--- src/rtl/q_bank_scheduler.sv ---
// Sequences the per-action Q RAM banks: SCAN returns max Q/argmax for one state (done at cycle NACT+2), WRITE updates one bank (done at cycle 2).
// No backpressure: requests are taken only in IDLE and dropped otherwise; SCAN wins over a simultaneous WRITE.
module q_bank_scheduler #(
   parameter int DW   = 16,
   parameter int SW   = 4,
   parameter int NACT = 15
) (
   input  logic            clk,
   input  logic            rst_n,
   input  logic            start_scan,
   input  logic            start_write,
   input  logic [SW-1:0]   state_in,
   input  logic [3:0]      action_in,
   input  logic [DW-1:0]   q_in,
   input  logic [DW-1:0]   rd_data,
   output logic [NACT-1:0] bank_en,
   output logic            bank_we,
   output logic [SW-1:0]   bank_addr,
   output logic [DW-1:0]   bank_wdata,
   output logic            busy,
   output logic            done,
   output logic [DW-1:0]   max_q,
   output logic [3:0]      best_action
);

   typedef enum logic [2:0] {IDLE, SCAN_RD, SCAN_FLUSH, WRITE, DONE} state_t;

   localparam logic [3:0] LAST = 4'(NACT);

   state_t               st, st_nxt;
   logic [3:0]           cnt;
   logic [3:0]           wr_act;
   logic [SW-1:0]        addr_q;
   logic [DW-1:0]        wq;
   logic signed [DW-1:0] run_q;
   logic [3:0]           run_a;
   logic                 samp_vld;
   logic                 samp_first;
   logic                 take;
   logic [3:0]           samp_act;
   logic [3:0]           act_map;

   function automatic logic [NACT-1:0] onehot(input logic [3:0] a);
      logic [NACT-1:0] r;
      for (int k = 0; k < NACT; k++) r[k] = (a == 4'(k + 1));
      return r;
   endfunction

   always_ff @(posedge clk or negedge rst_n) begin
      if (!rst_n) st <= IDLE;
      else        st <= st_nxt;
   end

   always_comb begin
      st_nxt  = st;
      bank_en = '0;
      bank_we = 1'b0;
      case (st)
         IDLE: begin
            if (start_scan)       st_nxt = SCAN_RD;
            else if (start_write) st_nxt = WRITE;
         end
         SCAN_RD: begin
            bank_en = onehot(cnt);
            if (cnt == LAST) st_nxt = SCAN_FLUSH;
         end
         SCAN_FLUSH: st_nxt = DONE;
         WRITE: begin
            bank_en = onehot(wr_act);
            bank_we = 1'b1;
            st_nxt  = DONE;
         end
         DONE:    st_nxt = IDLE;
         default: st_nxt = IDLE;
      endcase
   end

   assign busy       = (st != IDLE);
   assign done       = (st == DONE);
   assign bank_addr  = addr_q;
   assign bank_wdata = wq;

   // Out-of-range actions fall back to action 1, matching the legacy enable decode.
   assign act_map = ((action_in == 4'd0) || (action_in > LAST)) ? 4'd1 : action_in;

   // rd_data lags the enable by one cycle, so the sample belongs to bank cnt-1.
   assign samp_vld   = ((st == SCAN_RD) && (cnt != 4'd1)) || (st == SCAN_FLUSH);
   assign samp_first = (st == SCAN_RD) && (cnt == 4'd2);
   assign samp_act   = (st == SCAN_FLUSH) ? LAST : (cnt - 4'd1);
   assign take       = samp_first || ($signed(rd_data) > run_q);

   always_ff @(posedge clk or negedge rst_n) begin
      if (!rst_n) begin
         cnt         <= 4'd1;
         wr_act      <= 4'd1;
         addr_q      <= '0;
         wq          <= '0;
         run_q       <= '0;
         run_a       <= 4'd1;
         max_q       <= '0;
         best_action <= 4'd1;
      end else begin
         if (st == IDLE) begin
            if (start_scan) begin
               addr_q <= state_in;
               cnt    <= 4'd1;
            end else if (start_write) begin
               addr_q <= state_in;
               wq     <= q_in;
               wr_act <= act_map;
            end
         end
         if (st == SCAN_RD) cnt <= cnt + 4'd1;
         if (samp_vld && take) begin
            run_q <= rd_data;
            run_a <= samp_act;
         end
         // Final bank's data arrives during the flush; publish together with done.
         if (st == SCAN_FLUSH) begin
            max_q       <= take ? rd_data : run_q;
            best_action <= take ? LAST : run_a;
         end
      end
   end

endmodule

--- config.mk ---
export PLATFORM = sky130hd
export DESIGN_NAME = q_bank_scheduler
export DESIGN_NICKNAME = d
export VERILOG_FILES = /design/src/rtl/q_bank_scheduler.sv
export SDC_FILE = /design/constraint.sdc
export NUM_CORES = 1
export LEC_CHECK = 0
export ABC_AREA = 1
export ABC_CLOCK_PERIOD_IN_PS = 5150
export CAP_MARGIN = 15
export CORE_MARGIN = 4
export CORE_UTILIZATION = 40
export DETAILED_ROUTE_END_ITERATION = 16
export PLACE_DENSITY = 0.68
export SYNTH_ARGS = -nofsm -noshare
export SYNTH_HDL_FRONTEND = slang
export SYNTH_SLANG_ARGS = --single-unit
--- constraint.sdc ---
create_clock -name clk -period 5.15 [get_ports clk]
set_input_delay 0.7725 -clock clk [delete_from_list [all_inputs] [get_ports clk]]
set_output_delay 0.7725 -clock clk [all_outputs]
set_load 0.01 [all_outputs]
==> flow_summary.json, run 1 <==
{
  "root_buffer": "clkbuf_8",
  "finalCriticalPeriod_ps": 3227,
  "detail-route-antenna-nets": 0,
  "p_sw_share_pct": 39.84,
  "detailed_place_hpwl_um": 6578,
  "numPlacedInstances": 653,
  "detail_route.wl_per_cell_um": 13.70,
  "port_buffers": 101,
  "critPathMaxStageDelay_ps": 600,
  "ff2ff_setup_slack_ps": 2710,
  "netlist_area_um2": 3842,
  "rsz0062_at_grt": "no",
  "worst_slack_ps": 1923,
  "cts-hold-fix-buffers": 0,
  "fp.coreArea_um2": 9284,
  "yosysTopAreaCell": "dfrtp_1",
  "numCtsBuffers": 9,
  "yosysMostFrequentCell": "nand2_1",
  "cp.arrival_ps": 2450,
  "hold_class": "flip-flop to flip-flop",
  "rows": 35,
  "via_per_inst": 4.804,
  "seq_power_share_pct": 30.6,
  "syn2layout_area_growth_pct": 35.43,
  "setup-violations-final": 0,
  "synth_edf_count": 0,
  "gp_congestion": 0.8183,
  "async_reset_ff_share_pct": 100.0,
  "vias": 3214,
  "drc_errors": 0,
  "yosysSeqAreaShare_pct": 46.37,
  "cts.sinks": 71,
  "final_nets": 599,
  "fin_skew_ps": 9.136,
  "yosysTopAreaCellShare_pct": 43.63,
  "setup_tns_ps": 0,
  "synth_cell_types": 37,
  "io_pins": 102,
  "syn-num-nets": 499,
  "start_kind": "flip-flop",
  "timing.hold.ws_ps": 472.0,
  "drive_gt1_share_pct": 15.93,
  "slowest_stage": "clkdlybuf4s50_1",
  "p_per_area_nw_per_um2": 629.5,
  "critPathMaxFanout": 18,
  "endpoint_kind": "output pin",
  "grt_pass1_vias": 3191,
  "ys_top_cells_by_area": "dfrtp_1 44%, nand2_1 11%, ha_1 6.5%",
  "synthCells": 435,
  "period_share_pct": 62.66,
  "start_util_pct": 41.39,
  "grt_overflow": 0,
  "cts.reportedPaths.clkPinSlew_ps": 80,
  "ys.flop_type": "dfrtp_1",
  "clk_latency_ps": 340,
  "antenna_found_initial": 0,
  "relSlewSlack_pct": 31.49,
  "htreeDepth": 3,
  "antenna_cells": 0,
  "leakagePower_nw": 2.459,
  "die_y_um": 106.0,
  "p_clk_share_pct": 18.1,
  "worst_pin_slew_ps": 1025,
  "cp_cell_sequence": "nor2_1, inv_2, nor2_2, nand3_2, o31ai_1, clkdlybuf4s50_1",
  "cts-resized-gates": 0,
  "max_freq_ghz": 0.3099,
  "worstPathRequired_ps": 4380,
  "synth_commonest_cells": "108 x nand2_1, 67 x dfrtp_1, 56 x inv_1",
  "yosysWarnings": 0,
  "multi_input_area_um2": 1757,
  "syn_area_per_cell_um2": 8.833,
  "wirelength_um": 9162,
  "final_max_slew_viol_count": 0,
  "die_x_um": 106.0,
  "stdcell_count": 669,
  "max-clock-path-buffers": 2,
  "dieArea_um2": 11240,
  "crit_buf_inv": 2,
  "hold_viol": 0,
  "fin_util_pct": 56.05,
  "n_fill_cell": 871,
  "critPathKind": "flip-flop to output pin",
  "first_pass_iters": 4,
  "drv_cap": 0,
  "intPower_mw": 1.970,
  "regArea_um2": 1782,
  "grt_max_degree": 72,
  "cts_setup_buffers": 0,
  "p_sw_mw": 1.305,
  "status": "finished clean",
  "gr-usage-all-layers_pct": 16.37,
  "crit_family": "simple AND/OR/NAND/NOR gates",
  "drtIter0Drc": 137,
  "power_frac_comb_pct": 51.3,
  "grt_pass1_wl_um": 15020,
  "ir_drop_mv": 0.2943,
  "cts_tree": "yes",
  "ys_ff_latch": 71,
  "dpl_worst_slack_ps": 1909
}
[cell families (layout without fill, tap and decap cells)]
kind of cell	Yosys count	after routing	synth area share, %
fa+ha+maj	20	20	6.513
compound gates	51	51	9.150
mux	20	20	5.861
buf+inv	72	177	7.912
xor+xnor	2	2	0.4560
simple gates	199	199	23.74
flops	71	71	46.37
[state kept, by name, summed over array words and instances (netlist names), 4 cells and up]
register	flops
bank_addr	4
max_q	16
best_action	4
cnt	4
run_a	4
run_q	16
bank_wdata	16
wr_act	4
[path summary, 6_finish.rpt]
path | startpoint | endpoint | cells after the start
worst max-delay path | st[1]$_DFFE_PN0P_ | bank_en[1] | 6
max in group asynchronous | rst_n | run_q[7]$_DFFE_PN0P_ | 2
min in group asynchronous | rst_n | best_action[2]$_DFFE_PN0P_ | 2
worst max register to register | run_q[7]$_DFFE_PN0P_ | run_q[13]$_DFFE_PN0P_ | 15
worst min register to register | run_a[0]$_DFFE_PN1P_ | run_a[0]$_DFFE_PN1P_ | 2
worst min-delay path | run_a[0]$_DFFE_PN1P_ | run_a[0]$_DFFE_PN1P_ | 2
[power groups by stage]
stage	Combinational [mW]	Clock (mW)	Sequential, mW
finish	1.68	0.593	1.00
global route	1.89	0.633	1.04
CTS	1.70	0.609	1.00
detailed placement	1.69	0	1.01
global placement	1.66	0	1.00
floorplan	1.05	0	1.06
[worst register-to-register path, cell delays in order (launching register included)]
cell     delay, ps
dfrtp_1        380
inv_1           70
ha_1           290
nand2_1        130
inv_1           60
a21oi_1        160
nand3_1        120
nand2_1        100
nand2_1         50
nand2_1         70
nand2_2         70
nand2_4        190
nand2_8        190
nand2_8        310
nand2_1        120
o21ai_2         70
[per-layer routing]
layer	vias up	routed length, um	track usage, %
met4	0	55	3.700
met2	87	4374	27.87
met1	1517	4000	19.47
met5	-	0	0
met3	6	732	6.557
li1	1604	-	-
[through the flow]
| stage | instance area (um2) | power [mW] |
|---|---|---|
| CTS | 5204 | 3.314 |
| finish | 5204 | 3.276 |
| global placement | 4935 | 2.661 |
| floorplan | 3842 | 2.115 |
| global route | 5204 | 3.559 |
| detailed placement | 4935 | 2.704 |
[layout by cell type, fill, tap and decap left out, drive strengths merged, types with 3 or more instances in the layout]
master and count:
nand2 123, o22ai 5, dfrtp 67, nor2 23, inv 59, bufinv 4
nand3 41, o21ai 31, ha 20, mux2 20, or2 5, dfstp 4
clkdlybuf4s50 100, nor3 3, clkbuf 9, a21oi 5
[layout make-up]
class | instances | share of cell area, %
Inverter | 59 | 4.256
Sequential cell | 71 | 34.24
Clock inverter | 7 | 2.789
Multi-Input combinational cell | 292 | 33.76
Clock buffer | 9 | 2.380
Tap cell | 129 | 3.102
Timing Repair Buffer | 102 | 19.48
Note: power is estimated with default switching activity, not from simulation.
==> run 2: changes to the inputs <==
ABC_CLOCK_PERIOD_IN_PS = 2600   (was 5150)
PLACE_DENSITY = 0.71   (was 0.68)
clock period = 2.6 ns   (was 5.15 ns; I/O delays follow)
==> flow_summary.json, run 2 (same netlist as run 1, synthesis figures left out) <==
{
  "critPathKind": "flip-flop to output pin",
  "max-clock-path-buffers": 2,
  "detail-route-antenna-nets": 0,
  "wirelength_um": 9312,
  "antenna_found_initial": 0,
  "drc_errors": 0,
  "htreeDepth": 3,
  "final_max_slew_viol_count": 0,
  "r2r-start": "run_q[7]$_DFFE_PN0P_",
  "final_cell_mix": "107 x nand2_1, 87 x clkdlybuf4s50_1, 67 x dfrtp_1",
  "drive_gt1_share_pct": 18.66,
  "antenna_cells": 0,
  "start_util_pct": 41.39,
  "leakagePower_nw": 2.714,
  "vias": 3285,
  "stdcell_count": 681,
  "grt_pass1_vias": 3302,
  "final_nets": 614,
  "n_fill_cell": 862,
  "first_pass_iters": 4,
  "finalCriticalPeriod_ps": 2490,
  "gp_congestion": 0.8757,
  "dpl_worst_slack_ps": 27.13,
  "fin_area_um2": 5261,
  "fp.coreArea_um2": 9284,
  "numCtsBuffers": 9,
  "grt_max_degree": 44,
  "drv_cap": 0,
  "io_pins": 102,
  "max_freq_ghz": 0.4016,
  "relSlewSlack_pct": 62.89,
  "fin_skew_ps": 3.658,
  "setup_tns_ps": 0,
  "endpoint_kind": "output pin",
  "syn2layout_area_growth_pct": 36.93,
  "numPlacedInstances": 665,
  "rr_worst_depth": 15,
  "cts.reportedPaths.clkPinSlew_ps": 70,
  "die_x_um": 106.0,
  "detailed_place_hpwl_um": 6886,
  "grt_pass1_wl_um": 15460,
  "worst_slack_ps": 109.9,
  "cts_tree": "yes",
  "port_buffers": 101,
  "rows": 35,
  "timing.hold.ws_ps": 389.8,
  "die_y_um": 106.0,
  "p_per_area_nw_per_um2": 1191,
  "worst_pin_slew_ps": 556.6,
  "p_total_mw": 6.267,
  "status": "finished clean",
  "dieArea_um2": 11240,
  "hold_class": "input port to asynchronous set/reset pin",
  "rsz0062_at_grt": "no",
  "gr-usage-all-layers_pct": 16.99,
  "worstPathRequired_ps": 2210,
  "cp.arrival_ps": 2100,
  "ir_drop_mv": 0.6235,
  "detail_route.wl_per_cell_um": 13.67,
  "ff2ff_setup_slack_ps": 420,
  "root_buffer": "clkbuf_8",
  "placed_cell_area_um2": 5025,
  "hold_viol": 0,
  "start_kind": "flip-flop",
  "critPathMaxFanout": 7,
  "grt_overflow": 0,
  "final_common_cell": "nand2_1",
  "drtIter0Drc": 108,
  "period_share_pct": 95.77,
  "clk_latency_ps": 340,
  "via_per_inst": 4.824,
  "cts.sinks": 71,
  "setup-violations-final": 0,
  "r2r_end": "run_q[13]$_DFFE_PN0P_",
  "fin_util_pct": 56.67
}
## run 2: cell count changes in the layout (fill, tap and decap cells not counted), sizes merged, moves of 2 or more
cell and change:
dlymetal6s2s +12, clkdlybuf4s50 -13, bufinv -4, buf +14, clkbuf +2
## run 2: power breakdown
part           internal (mW)  switching (mW)
clock                  0.354           0.379
combinational           1.64            1.91
sequential              1.67           0.314
total                   3.67            2.60
## run 2: final cells by class
class	instances	area (um2)	area share [%]
Multi-Input combinational cell	292	1785	33.94
Sequential cell	71	1782	33.86
Clock buffer	11	141.4	2.687
Inverter	59	224.0	4.257
Clock inverter	2	10.01	0.1902
Timing Repair Buffer	117	1157	22.00
Tap cell	129	161.4	3.068
## run 2: metal layers
layer  wire, um  share of wire (%)  track usage, %
met5          0                  0               0
met4        125                1.3           4.070
met3        914                9.8           8.257
met2       4374                 47           27.64
met1       3897                 42           20.29
## run 2: worst max-delay path by stage
stage                            from                     to  slack (ps)
finish              st[2]$_DFFE_PN0P_             bank_en[0]         110
global route        st[2]$_DFFE_PN0P_             bank_en[0]           8
CTS                 st[2]$_DFFE_PN0P_             bank_en[3]           2
detailed placement         rd_data[6]  run_q[13]$_DFFE_PN0P_          30
global placement          rd_data[15]   run_a[3]$_DFFE_PN0P_          90
floorplan                 rd_data[15]  run_q[11]$_DFFE_PN0P_         730
## run 2: worst max-delay path, stage by stage, from the launching register on
cell and delay [ps]:
dfrtp_1 430, nor2_4 160, nand2_2 110, inv_4 110
nand2_1 90, o32ai_1 270, clkdlybuf4s50_1 600
## run 2: what timing repair did
| item | in CTS | in global routing |
|---|---|---|
| setup buffers | 1 | 1 |
| hold endpoints to repair | 3 | 0 |
| hold buffers | 1 | 0 |
| endpoints found under the setup margin | 14 | 15 |
| resized for setup | 11 | 15 |
| pin swaps | 2 | 1 |
==> run 3: changes to the inputs <==
CORE_MARGIN = unset   (was 4)
==> flow_summary.json, run 3 (same netlist as run 1, synthesis figures left out) <==
{
  "slowest_stage": "clkdlybuf4s50_1",
  "antenna_cells": 0,
  "grt_pass1_vias": 3506,
  "critPathMaxFanout": 6,
  "relSlewSlack_pct": 70.88,
  "period_share_pct": 96.21,
  "drive_gt1_share_pct": 19.35,
  "gr-usage-all-layers_pct": 19.56,
  "numCtsBuffers": 9,
  "cp_cell_sequence": "nor2_4, nand2_2, inv_2, nand2_1, o31ai_1, clkdlybuf4s50_1",
  "clk_latency_ps": 350,
  "worst_slack_ps": 98.62,
  "final_max_slew_viol_count": 0,
  "fin_area_um2": 5333,
  "p_total_mw": 6.603,
  "via_per_inst": 4.796,
  "setup_tns_ps": 0,
  "max_freq_ghz": 0.3998,
  "rows": 35,
  "endpoint_kind": "output pin",
  "cts_tree": "yes",
  "drv_cap": 0,
  "critPathKind": "flip-flop to output pin",
  "drc_errors": 0,
  "hold_viol": 0,
  "hold_class": "input port to asynchronous set/reset pin",
  "final_common_cell": "nand2_1",
  "cts.sinks": 71,
  "htreeDepth": 3,
  "grt_overflow": 0,
  "worst_pin_slew_ps": 433.9,
  "dieArea_um2": 10000,
  "cts.reportedPaths.clkPinSlew_ps": 80,
  "worstPathRequired_ps": 2210,
  "port_buffers": 101,
  "finalCriticalPeriod_ps": 2501,
  "p_per_area_nw_per_um2": 1238,
  "leakagePower_nw": 2.693,
  "syn2layout_area_growth_pct": 38.78,
  "seq_power_share_pct": 30.3,
  "p_sw_mw": 2.664,
  "p_clk_share_pct": 16.4,
  "cts-hold-fix-buffers": 0,
  "power_frac_comb_pct": 53.3,
  "p_sw_share_pct": 40.34,
  "start_util_pct": 41.39,
  "detailed_place_hpwl_um": 6470,
  "critPathMaxStageDelay_ps": 590,
  "final_nets": 612,
  "detail_route.wl_per_cell_um": 13.44,
  "die_y_um": 100.0,
  "vias": 3271,
  "first_pass_iters": 4,
  "wirelength_um": 9165,
  "gp_congestion": 0.8370,
  "die_x_um": 100.0,
  "final_cell_mix": "107 x nand2_1, 87 x clkdlybuf4s50_1, 66 x dfrtp_1",
  "antenna_found_initial": 0,
  "fin_skew_ps": 11.73,
  "ir_drop_mv": 0.5669,
  "drtIter0Drc": 112,
  "detail-route-antenna-nets": 0,
  "setup-violations-final": 0,
  "cp.arrival_ps": 2110,
  "status": "finished clean",
  "grt_pass1_wl_um": 15490,
  "max-clock-path-buffers": 2,
  "intPower_mw": 3.939,
  "fp.coreArea_um2": 9284,
  "root_buffer": "clkbuf_8",
  "dpl_worst_slack_ps": 9.644,
  "io_pins": 102,
  "start_kind": "flip-flop",
  "fin_util_pct": 57.44,
  "grt_max_degree": 72,
  "placed_cell_area_um2": 5022
}
## run 3: cell count changes in the layout (fill, tap and decap cells not counted), sizes merged
cell          delta
dlygate4sd2      +4
dlymetal6s2s     -4
bufinv           +3
clkbuf           -2
buf              -1
clkinvlp         +1
dlygate4sd3      -1
inv              +1
## run 3: layer usage
metal / track usage (%) / up-vias / part of all wire (%)
met5: 0 / - / 0
met2: 33.32 / 94 / 50
met1: 23.57 / 1539 / 42
met3: 6.825 / 6 / 7.5
li1: - / 1632 / -
met4: 5.351 / 0 / 0.50
## run 3: timing repair
action,CTS,global route
buffers inserted,3,0
pin swaps,3,0
resized for setup,13,13
hold endpoints to repair,0,0
endpoints found under the setup margin,12,12
## run 3: layout make-up
class                      instances  area [um2]
inverter                          59       221.5
clock inverter                     7       120.1
sequential                        71        1783
fill                             865        3951
multi-input combinational        292        1785
timing repair buffer             115        1137
tap                              129       161.4
clock buffer                       9       123.9
## run 3: worst max-delay path: cells and delay by family, from the launching register on
family,cells,cell delay (ps)
AOI/OAI and AO/OA,1,260
buffers and inverters,2,720
DFF,1,440
and+or+nand+nor,3,330
## run 3: metrics by stage
| stage | hold slack [ps] | cells |
|---|---|---|
| CTS | 67.22 | 682 |
| global placement | 447.9 | 663 |
| detailed placement | 456.8 | 663 |
| finish | 44.51 | 682 |
| global route | 83.56 | 682 |
| floorplan | 94.41 | 435 |
## run 3: path summary, 6_finish.rpt
check                                      from                    end  cells past startpoint  slack [ps]
max                           st[2]$_DFFE_PN0P_             bank_en[1]                      6         100
max in group asynchronous                 rst_n   run_a[0]$_DFFE_PN1P_                      2        2190
min                                       rst_n   max_q[3]$_DFFE_PN0P_                      2          40
max reg2reg                run_q[7]$_DFFE_PN0P_  run_q[15]$_DFFE_PN0P_                     15         420
min in group clk           run_a[0]$_DFFE_PN1P_   run_a[0]$_DFFE_PN1P_                      2         480
min reg2reg                run_a[0]$_DFFE_PN1P_   run_a[0]$_DFFE_PN1P_                      2         480
## run 3: power by group through the flow
stage	clock, mW	sequential (mW)	combinational [mW]
6_report	1.08	2.00	3.52
5_1_grt	1.15	2.07	3.93
4_1_cts	1.11	2.00	3.55
3_5_place_dp	0	2.01	3.50
3_3_place_gp	0	1.99	3.41
2_1_floorplan	0	2.10	2.09
